### src/rtl/alu_arbiter.sv
// alu_arbiter: one team ALU time-shared round-robin between two requesters.
// Define ALU_ARB_FAST_EN to drop EXEC and answer one cycle after accept.
`ifndef DATA_WIDTH
`define DATA_WIDTH 32
`endif

module alu (
    input  logic [2:0]             op,
    input  logic [`DATA_WIDTH-1:0] a,
    input  logic [`DATA_WIDTH-1:0] b,
    output logic [`DATA_WIDTH-1:0] result,
    output logic                   zero,
    output logic                   carry_out,
    output logic                   overflow
);
    localparam int W = `DATA_WIDTH;

    logic         binv;
    logic [W-1:0] b_eff;
    logic [W:0]   sum;
    logic         ovf_raw;
    logic         arith;

    always_comb begin
        binv    = op[2];
        b_eff   = binv ? ~b : b;
        sum     = {1'b0, a} + {1'b0, b_eff} + {{W{1'b0}}, binv};
        ovf_raw = (a[W-1] == b_eff[W-1]) && (sum[W-1] != a[W-1]);
        arith   = (op == 3'b010) || (op == 3'b110);
        case (op)
            3'b000:  result = a & b;
            3'b001:  result = a | b;
            3'b010:  result = sum[W-1:0];
            3'b110:  result = sum[W-1:0];
            3'b111:  result = {{(W-1){1'b0}}, sum[W-1] ^ ovf_raw};
            default: result = '0;
        endcase
        carry_out = sum[W];
        overflow  = arith && ovf_raw;
        zero      = (result == '0);
    end
endmodule

module alu_arbiter (
    input  logic                     clk,
    input  logic                     rst_n,
    input  logic                     req0_valid,
    output logic                     req0_ready,
    input  logic [2*`DATA_WIDTH+2:0] req0_data,
    output logic                     resp0_valid,
    input  logic                     resp0_ready,
    output logic [`DATA_WIDTH+2:0]   resp0_data,
    input  logic                     req1_valid,
    output logic                     req1_ready,
    input  logic [2*`DATA_WIDTH+2:0] req1_data,
    output logic                     resp1_valid,
    input  logic                     resp1_ready,
    output logic [`DATA_WIDTH+2:0]   resp1_data
);
    localparam int W = `DATA_WIDTH;

    localparam logic [1:0] IDLE = 2'd0;
`ifndef ALU_ARB_FAST_EN
    localparam logic [1:0] EXEC = 2'd1;
`endif
    localparam logic [1:0] RESP = 2'd2;

    logic [1:0]     state_q, state_d;
    logic           ptr_q, ptr_d;
    logic           gnt_q, gnt_d;
    logic [W+2:0]   resp_q, resp_d;

    logic           any_valid;
    logic           gnt_sel;
    logic           idle;
    logic [2*W+2:0] sel_data;

    logic [2:0]     alu_op;
    logic [W-1:0]   alu_a;
    logic [W-1:0]   alu_b;
    logic [W-1:0]   alu_res;
    logic           alu_zero;
    logic           alu_cout;
    logic           alu_ovf;
    logic [W+2:0]   alu_pack;

`ifndef ALU_ARB_FAST_EN
    logic [2:0]     op_q, op_d;
    logic [W-1:0]   a_q, a_d;
    logic [W-1:0]   b_q, b_d;
`endif

    always_comb begin
        any_valid = req0_valid | req1_valid;
        // Pointer only matters on contention; a lone requester always wins.
        gnt_sel   = (req0_valid & req1_valid) ? ptr_q : req1_valid;
        idle      = (state_q == IDLE);
        sel_data  = gnt_sel ? req1_data : req0_data;
    end

    assign req0_ready  = rst_n & idle & any_valid & ~gnt_sel;
    assign req1_ready  = rst_n & idle & any_valid & gnt_sel;
    assign resp0_valid = (state_q == RESP) & ~gnt_q;
    assign resp1_valid = (state_q == RESP) & gnt_q;
    assign resp0_data  = resp0_valid ? resp_q : '0;
    assign resp1_data  = resp1_valid ? resp_q : '0;

`ifdef ALU_ARB_FAST_EN
    always_comb begin
        alu_op = sel_data[2*W+2:2*W];
        alu_a  = sel_data[2*W-1:W];
        alu_b  = sel_data[W-1:0];
    end
`else
    always_comb begin
        alu_op = op_q;
        alu_a  = a_q;
        alu_b  = b_q;
    end
`endif

    alu u_alu (
        .op        (alu_op),
        .a         (alu_a),
        .b         (alu_b),
        .result    (alu_res),
        .zero      (alu_zero),
        .carry_out (alu_cout),
        .overflow  (alu_ovf)
    );

    assign alu_pack = {alu_ovf, alu_cout, alu_zero, alu_res};

    always_comb begin
        state_d = state_q;
        ptr_d   = ptr_q;
        gnt_d   = gnt_q;
        resp_d  = resp_q;
`ifndef ALU_ARB_FAST_EN
        op_d    = op_q;
        a_d     = a_q;
        b_d     = b_q;
`endif
        case (state_q)
            IDLE: begin
                if (any_valid) begin
                    gnt_d = gnt_sel;
`ifdef ALU_ARB_FAST_EN
                    resp_d  = alu_pack;
                    state_d = RESP;
`else
                    op_d    = sel_data[2*W+2:2*W];
                    a_d     = sel_data[2*W-1:W];
                    b_d     = sel_data[W-1:0];
                    state_d = EXEC;
`endif
                end
            end
`ifndef ALU_ARB_FAST_EN
            EXEC: begin
                resp_d  = alu_pack;
                state_d = RESP;
            end
`endif
            RESP: begin
                // Fairness moves on completion, so a stalled response keeps its turn.
                if (gnt_q ? resp1_ready : resp0_ready) begin
                    state_d = IDLE;
                    ptr_d   = ~gnt_q;
                end
            end
            default: state_d = IDLE;
        endcase
    end

    always_ff @(posedge clk or negedge rst_n) begin
        if (!rst_n) begin
            state_q <= IDLE;
            ptr_q   <= 1'b0;
            gnt_q   <= 1'b0;
            resp_q  <= '0;
`ifndef ALU_ARB_FAST_EN
            op_q    <= '0;
            a_q     <= '0;
            b_q     <= '0;
`endif
        end else begin
            state_q <= state_d;
            ptr_q   <= ptr_d;
            gnt_q   <= gnt_d;
            resp_q  <= resp_d;
`ifndef ALU_ARB_FAST_EN
            op_q    <= op_d;
            a_q     <= a_d;
            b_q     <= b_d;
`endif
        end
    end
endmodule

### config.mk
export PLATFORM = sky130hd
export DESIGN_NAME = alu_arbiter
export DESIGN_NICKNAME = d
export VERILOG_FILES = /design/src/rtl/alu_arbiter.sv
export SDC_FILE = /design/constraint.sdc
export NUM_CORES = 1
export LEC_CHECK = 0
export CAP_MARGIN = 30
export CORE_ASPECT_RATIO = 0.5
export CORE_MARGIN = 2
export CORE_UTILIZATION = 35
export DETAILED_ROUTE_END_ITERATION = 6
export SETUP_SLACK_MARGIN = 0.1
export SYNTH_ARGS = -nofsm -noshare
export SYNTH_HDL_FRONTEND = slang
export SYNTH_HIERARCHICAL = 1
export SYNTH_SLANG_ARGS = --single-unit
### constraint.sdc
create_clock -name clk -period 4.5 [get_ports clk]
set_clock_uncertainty 0.1 [all_clocks]
set_input_delay 0.45 -clock clk [delete_from_list [all_inputs] [get_ports clk]]
set_output_delay 0.45 -clock clk [all_outputs]
set_load 0.02 [all_outputs]
==> impl_metrics.json, run 1 <==
{
  "status": "complete, no violations",
  "synth-adder-area-share_pct": 8.77,
  "n_fill_cell": 2307,
  "synthMuxAreaShare_pct": 4.85,
  "antennaDiodeCount": 0,
  "syn_area_per_cell_sq_um": 8.49,
  "ant_nets": 0,
  "synth-main-ff-cell": "dfrtp_1",
  "final_area_sq_mm": 0.0113,
  "grt_first_pass_wirelength_um": 49400,
  "setup_viol": 0,
  "startpoint_type": "flop",
  "nNetsFinal": 1342,
  "drive_gt1_share_pct": 12.6,
  "cts_tree": "built",
  "drv_cap": 0,
  "worstHoldPathType": "reg2reg",
  "placed_cell_area_sq_mm": 0.0107,
  "gp_congestion": 0.939,
  "seq_area_frac_synth_pct": 31.6,
  "yosys.area_share.simple_pct": 17.9,
  "worstMarginPinSlew_ns": 0.969,
  "insertion_delay_ns": 0.38,
  "regArea_sq_mm": 0.00265,
  "power_density_mw_per_mm2": 978,
  "cts_buffer_depth": 2,
  "routed_wl_um": 32400,
  "end_kind": "flop",
  "drc": 0,
  "core_area_sq_mm": 0.0238,
  "multi_input_area_sq_mm": 0.00547,
  "synth_top_area_cell": "dfrtp_1",
  "boundaryPins": 214,
  "synth_edf_count": 0,
  "cts.htree.levels": 3,
  "rows": 40,
  "grt_pass1_vias": 8098,
  "crit_type": "reg2reg",
  "syn-cell-area_sq_mm": 0.00840,
  "dr.first_iter.drc_count": 830,
  "vias_per_cell": 5.74,
  "synth_compound_area_share_pct": 26.0,
  "area_growth_pct": 34.6,
  "ys_top_cells_by_area": "dfrtp_1 (32%), o21ai_0 (6.2%), a31oi_1 (6.0%)",
  "finalMaxSlewViolations": 0,
  "fin_crit_ns": 4.22,
  "start_util_pct": 35.3,
  "synth_top_family_by_area": "compound AO/OA/AOI/OAI gates",
  "max_slew_margin_pct": 35.4,
  "fmax_mhz": 237,
  "die_h_um": 114,
  "clk_pin_slew_ns": 0.08,
  "dieArea_sq_mm": 0.0253,
  "synth_nets": 1165,
  "synthXorXnorAreaFrac_pct": 5.73,
  "power_leakage_nw": 4.37,
  "cp_max_fo": 14,
  "cts_buffers": 9,
  "final_hold_viol_count": 0,
  "place_hpwl_um": 24700,
  "cts_sinks": 106,
  "grt.total_usage_pct": 25.5,
  "critPathRequiredTime_ns": 4.66,
  "rsz0062_at_grt": "false",
  "syn_inst": 990,
  "ir_drop_uv": 320,
  "ys_warn_count": 6,
  "yosys.area.top_type_share_pct": 31.6,
  "synthArstFlopShare_pct": 100,
  "wl_per_cell_um": 21.8,
  "ys_seq_elements": 106,
  "fin_crit_sh_pct": 93.7,
  "grt_max_degree": 69,
  "setup_tns_ns": 0,
  "grt-ovfl-total": 0,
  "synth_cell_types": 71,
  "die_w_um": 223,
  "firstDrtPassIters": 5,
  "antenna_found_initial": 1,
  "dr_total_vias": 8538,
  "arrival_ns": 4.37,
  "clockRootBuffer": "clkbuf_16",
  "io_buffers": 213
}
## registers in the layout, summed over array words and instances, names as in the netlist
signal / flops
a_q: 32
alu_b: 32
alu_op: 3
state_q: 2
gnt_q: 1
resp_q: 35
ptr_q: 1
## cell families after synthesis
logic type | count (synthesis)
compound gates | 358
buf+inv | 89
fa+ha+maj | 64
mux | 36
xor+xnor | 55
simple gates | 282
flops | 106
## Yosys cell counts, types with 27 or more instances
cell type	instances
a31oi_1	80
nand3_1	73
o21ai_0	104
and2_1	72
nor2_1	27
maj3_1	28
nand2_1	52
clkbuf_1	40
dfrtp_1	106
a21oi_1	91
mux2_2	33
ha_1	34
xor2_1	41
## path summary, 6_finish.rpt
| kind | start | endpoint | slack (ns) | cells past startpoint |
|---|---|---|---|---|
| max | alu_op[2] | resp_q[32] | 0.28 | 15 |
| min | resp_q[8] | resp_q[8] | 0.40 | 1 |
| max reg2reg | alu_op[2] | resp_q[32] | 0.28 | 15 |
| min reg2reg | resp_q[8] | resp_q[8] | 0.40 | 1 |
| max in group asynchronous | rst_n | resp_q[17] | 2.25 | 4 |
| min in group asynchronous | rst_n | a_q[1] | 0.42 | 2 |
## per-stage QoR
stage	utilization [%]	std cells	hold WS, ns	power (mW)	setup slack [ns]
final	47.6	1487	0.396	11.1	0.283
after global routing	47.6	1487	0.417	11.9	0.128
after CTS	46.6	1476	0.407	10.5	0.121
after detailed placement	45.1	1458	0.241	9.55	0.0478
after global placement	45.0	1456	0.241	9.49	0.229
after floorplan	-	990	0.0544	7.18	0.381
## cell type report
type | instances | area share (%)
Clock inverter | 7 | 0.630
Timing Repair Buffer | 249 | 21.9
Sequential cell | 106 | 23.5
Clock buffer | 9 | 1.99
Multi-Input combinational cell | 795 | 48.4
Inverter | 6 | 0.199
Tap cell | 315 | 3.48
## where the power goes
group / internal [mW] / total, mW / leakage (nW) / switching (mW)
clock network: 0.393 / 0.818 / 0.139 / 0.426
logic: 3.37 / 8.16 / 2.98 / 4.80
registers: 1.40 / 2.08 / 1.25 / 0.688
## repair_timing
| action | CTS | global route |
|---|---|---|
| resized for setup | 1 | 30 |
| cloned | 1 | 0 |
| endpoints found under the setup margin | 1 | 1 |
| pin swaps | 0 | 11 |
| hold endpoints to repair | 13 | 0 |
| hold buffers | 1 | 0 |
| setup buffers | 0 | 10 |
## placed cells by master, fill, tap and decap left out, drive strengths merged, types with 8 or more instances in the layout
| cell type | netlist | final |
|---|---|---|
| a31oi | 80 | 80 |
| nand2 | 52 | 52 |
| maj3 | 29 | 29 |
| nand2b | 8 | 8 |
| nand3 | 73 | 73 |
| inv | 6 | 10 |
| buf | 40 | 36 |
| mux2 | 35 | 35 |
| and2 | 72 | 72 |
| nor3 | 8 | 8 |
| ha | 34 | 34 |
| dfrtp | 106 | 106 |
| clkbuf | 43 | 9 |
| a21o | 14 | 14 |
| clkdlybuf4s50 | 0 | 211 |
| a21oi | 111 | 111 |
| o21ai | 111 | 111 |
| nor2 | 32 | 32 |
| xnor2 | 14 | 14 |
| xor2 | 41 | 41 |
## critical path: stages (launching register included)
cell and delay (ns):
dfrtp_2 0.45, buf_12 0.17, xor2_1 0.16, ha_1 0.36, nand4_1 0.14, o221ai_2 0.38, buf_4 0.22, o211ai_1 0.08
nand3b_1 0.21, a21oi_1 0.14, o21ai_0 0.37, nor2b_1 0.18, a31oi_1 0.05, o21ai_0 0.64, nor4bb_2 0.13, mux2_4 0.29
## routing by layer
| layer | vias to the layer above | routed length (um) | global-route usage (%) |
|---|---|---|---|
| met5 | - | 0 | 0 |
| met4 | 0 | 301 | 4.25 |
| met3 | 22 | 2620 | 5.92 |
| met2 | 304 | 12900 | 35.5 |
| met1 | 4217 | 16500 | 39.9 |
| li1 | 3995 | - | - |
Power figures use the tool's default switching activity.
==> run 2: changes to the inputs <==
Settings changed: DONT_BUFFER_PORTS from default to 1.
==> impl_metrics.json, run 2 (synthesis gave the netlist of run 1 again) <==
{
  "min_to": "alu_b[11]",
  "die_w_um": 223,
  "min_from": "req1_valid",
  "rsz0062_at_grt": "false",
  "regArea_sq_mm": 0.00265,
  "clockRootBuffer": "clkbuf_16",
  "fin_crit_ns": 4.24,
  "max_slew_margin_pct": 35.6,
  "fin_crit_sh_pct": 94.1,
  "fin_cells": 1266,
  "gp_congestion": 0.939,
  "dieArea_sq_mm": 0.0253,
  "cts_sinks": 106,
  "cts_buffers": 9,
  "antennaDiodeCount": 0,
  "dr.first_iter.drc_count": 781,
  "r2r_end": "resp_q[32]",
  "antenna_found_initial": 0,
  "grt_pass1_vias": 7157,
  "ant_nets": 0,
  "area_growth_pct": 7.79,
  "io_buffers": 0,
  "routed_wl_um": 29900,
  "grt_first_pass_wirelength_um": 44700,
  "place_hpwl_um": 22600,
  "clk_pin_slew_ns": 0.09,
  "setup_tns_ns": 0,
  "drive_gt1_share_pct": 12.9,
  "die_h_um": 114,
  "rrSetupSlack_ns": 0.26,
  "dp.cells": 1244,
  "dr_total_vias": 7745,
  "startpoint_type": "flop",
  "largest_register_ff_count": 35,
  "grt_max_degree": 107,
  "multi_input_area_sq_mm": 0.00537,
  "largest_register": "resp_q",
  "core_area_sq_mm": 0.0238,
  "status": "complete, no violations",
  "cts_tree": "built",
  "n_fill_cell": 2423,
  "boundaryPins": 214,
  "nNetsFinal": 1121,
  "worstMarginPinSlew_ns": 0.964,
  "end_kind": "flop",
  "rows": 40,
  "fmax_mhz": 236,
  "finalMaxSlewViolations": 0,
  "grt-ovfl-total": 0,
  "final_common_cell": "dfrtp_1",
  "grt.total_usage_pct": 23.2,
  "firstDrtPassIters": 5,
  "vias_per_cell": 6.12,
  "start_util_pct": 35.3,
  "drv_cap": 0,
  "final_hold_viol_count": 0,
  "crit_type": "reg2reg",
  "cts_buffer_depth": 2,
  "r2r_cells": 14,
  "critPathRequiredTime_ns": 4.72,
  "insertion_delay_ns": 0.38,
  "drc": 0,
  "setup_viol": 0,
  "cp_max_fo": 5,
  "cts.htree.levels": 3,
  "r2r_start": "alu_op[2]",
  "wl_per_cell_um": 23.6,
  "whs_path_depth": 2,
  "layout_common_cells": "dfrtp_1 (105), o21ai_0 (104), a21oi_1 (91)",
  "arrival_ns": 4.45,
  "worstHoldPathType": "in2reg"
}
## run 2: cell type report
class	instances	share of cell area [%]
clock buffer	9	2.49
inverter	6	0.249
clock inverter	7	0.774
timing repair buffer	28	3.56
tap	315	4.35
multi-input combinational	795	59.3
sequential	106	29.3
## run 2: worst max-delay path by stage
| stage | start | to | depth (start not counted) |
|---|---|---|---|
| 4_1_cts | alu_op[2] | resp_q[32] | 14 |
| 3_3_place_gp | alu_op[2] | resp_q[32] | 14 |
| 2_1_floorplan | alu_op[2] | resp_q[32] | 16 |
| 6_report | alu_op[2] | resp_q[32] | 14 |
| 3_5_place_dp | alu_op[2] | resp_q[32] | 14 |
| 5_1_grt | alu_op[2] | resp_q[32] | 14 |
## run 2: critical path: stages, from the launching register on
cell and delay (ns):
dfrtp_2 0.45, xor2_2 0.19, inv_1 0.08, fa_1 0.41
nand2b_1 0.22, a211o_4 0.39, a211oi_4 0.31, nor2_2 0.09
o2111a_1 0.27, or3_4 0.39, or4_1 0.53, nor4_2 0.15
nand4b_1 0.13, nor4bb_1 0.28, mux2_2 0.19
## run 2: through the flow
stage / setup slack [ns] / hold slack (ns) / area [sq um] / utilization [%]
after floorplan: 0.381 / 0.0544 / 8400 / -
after global placement: 0.358 / 0.0583 / 8540 / 35.9
after detailed placement: 0.314 / 0.0581 / 8620 / 36.3
after CTS: 0.288 / 0.121 / 8950 / 37.7
after global routing: 0.0990 / 0.131 / 9060 / 38.1
final: 0.264 / 0.133 / 9060 / 38.1
## run 2: repair_timing
action	4_1_cts	5_1_grt
hold buffers	2	0
hold endpoints to repair	106	0
setup endpoints to repair	0	1
setup buffers	0	2
gates resized for setup	0	6
## run 2: per-layer routing
metal,global-route usage [%],share of wire (%),up-vias
li1,-,-,3554
met1,36.9,51,3825
met2,31.1,40,344
met3,5.72,8.3,22
met4,3.89,0.81,0
met5,0,0,-
Power of run 2 is not shown: default switching activity piles up to over one toggle a cycle in this logic, so the estimate is an artifact.
==> run 3: changes to the inputs <==
Settings changed: CTS_CLUSTER_DIAMETER from default to 120.
==> results of run 3 <==
Same layout as run 2: the final DEF is identical, and so are final timing and power.
Power of run 3 is left out for the same reason.
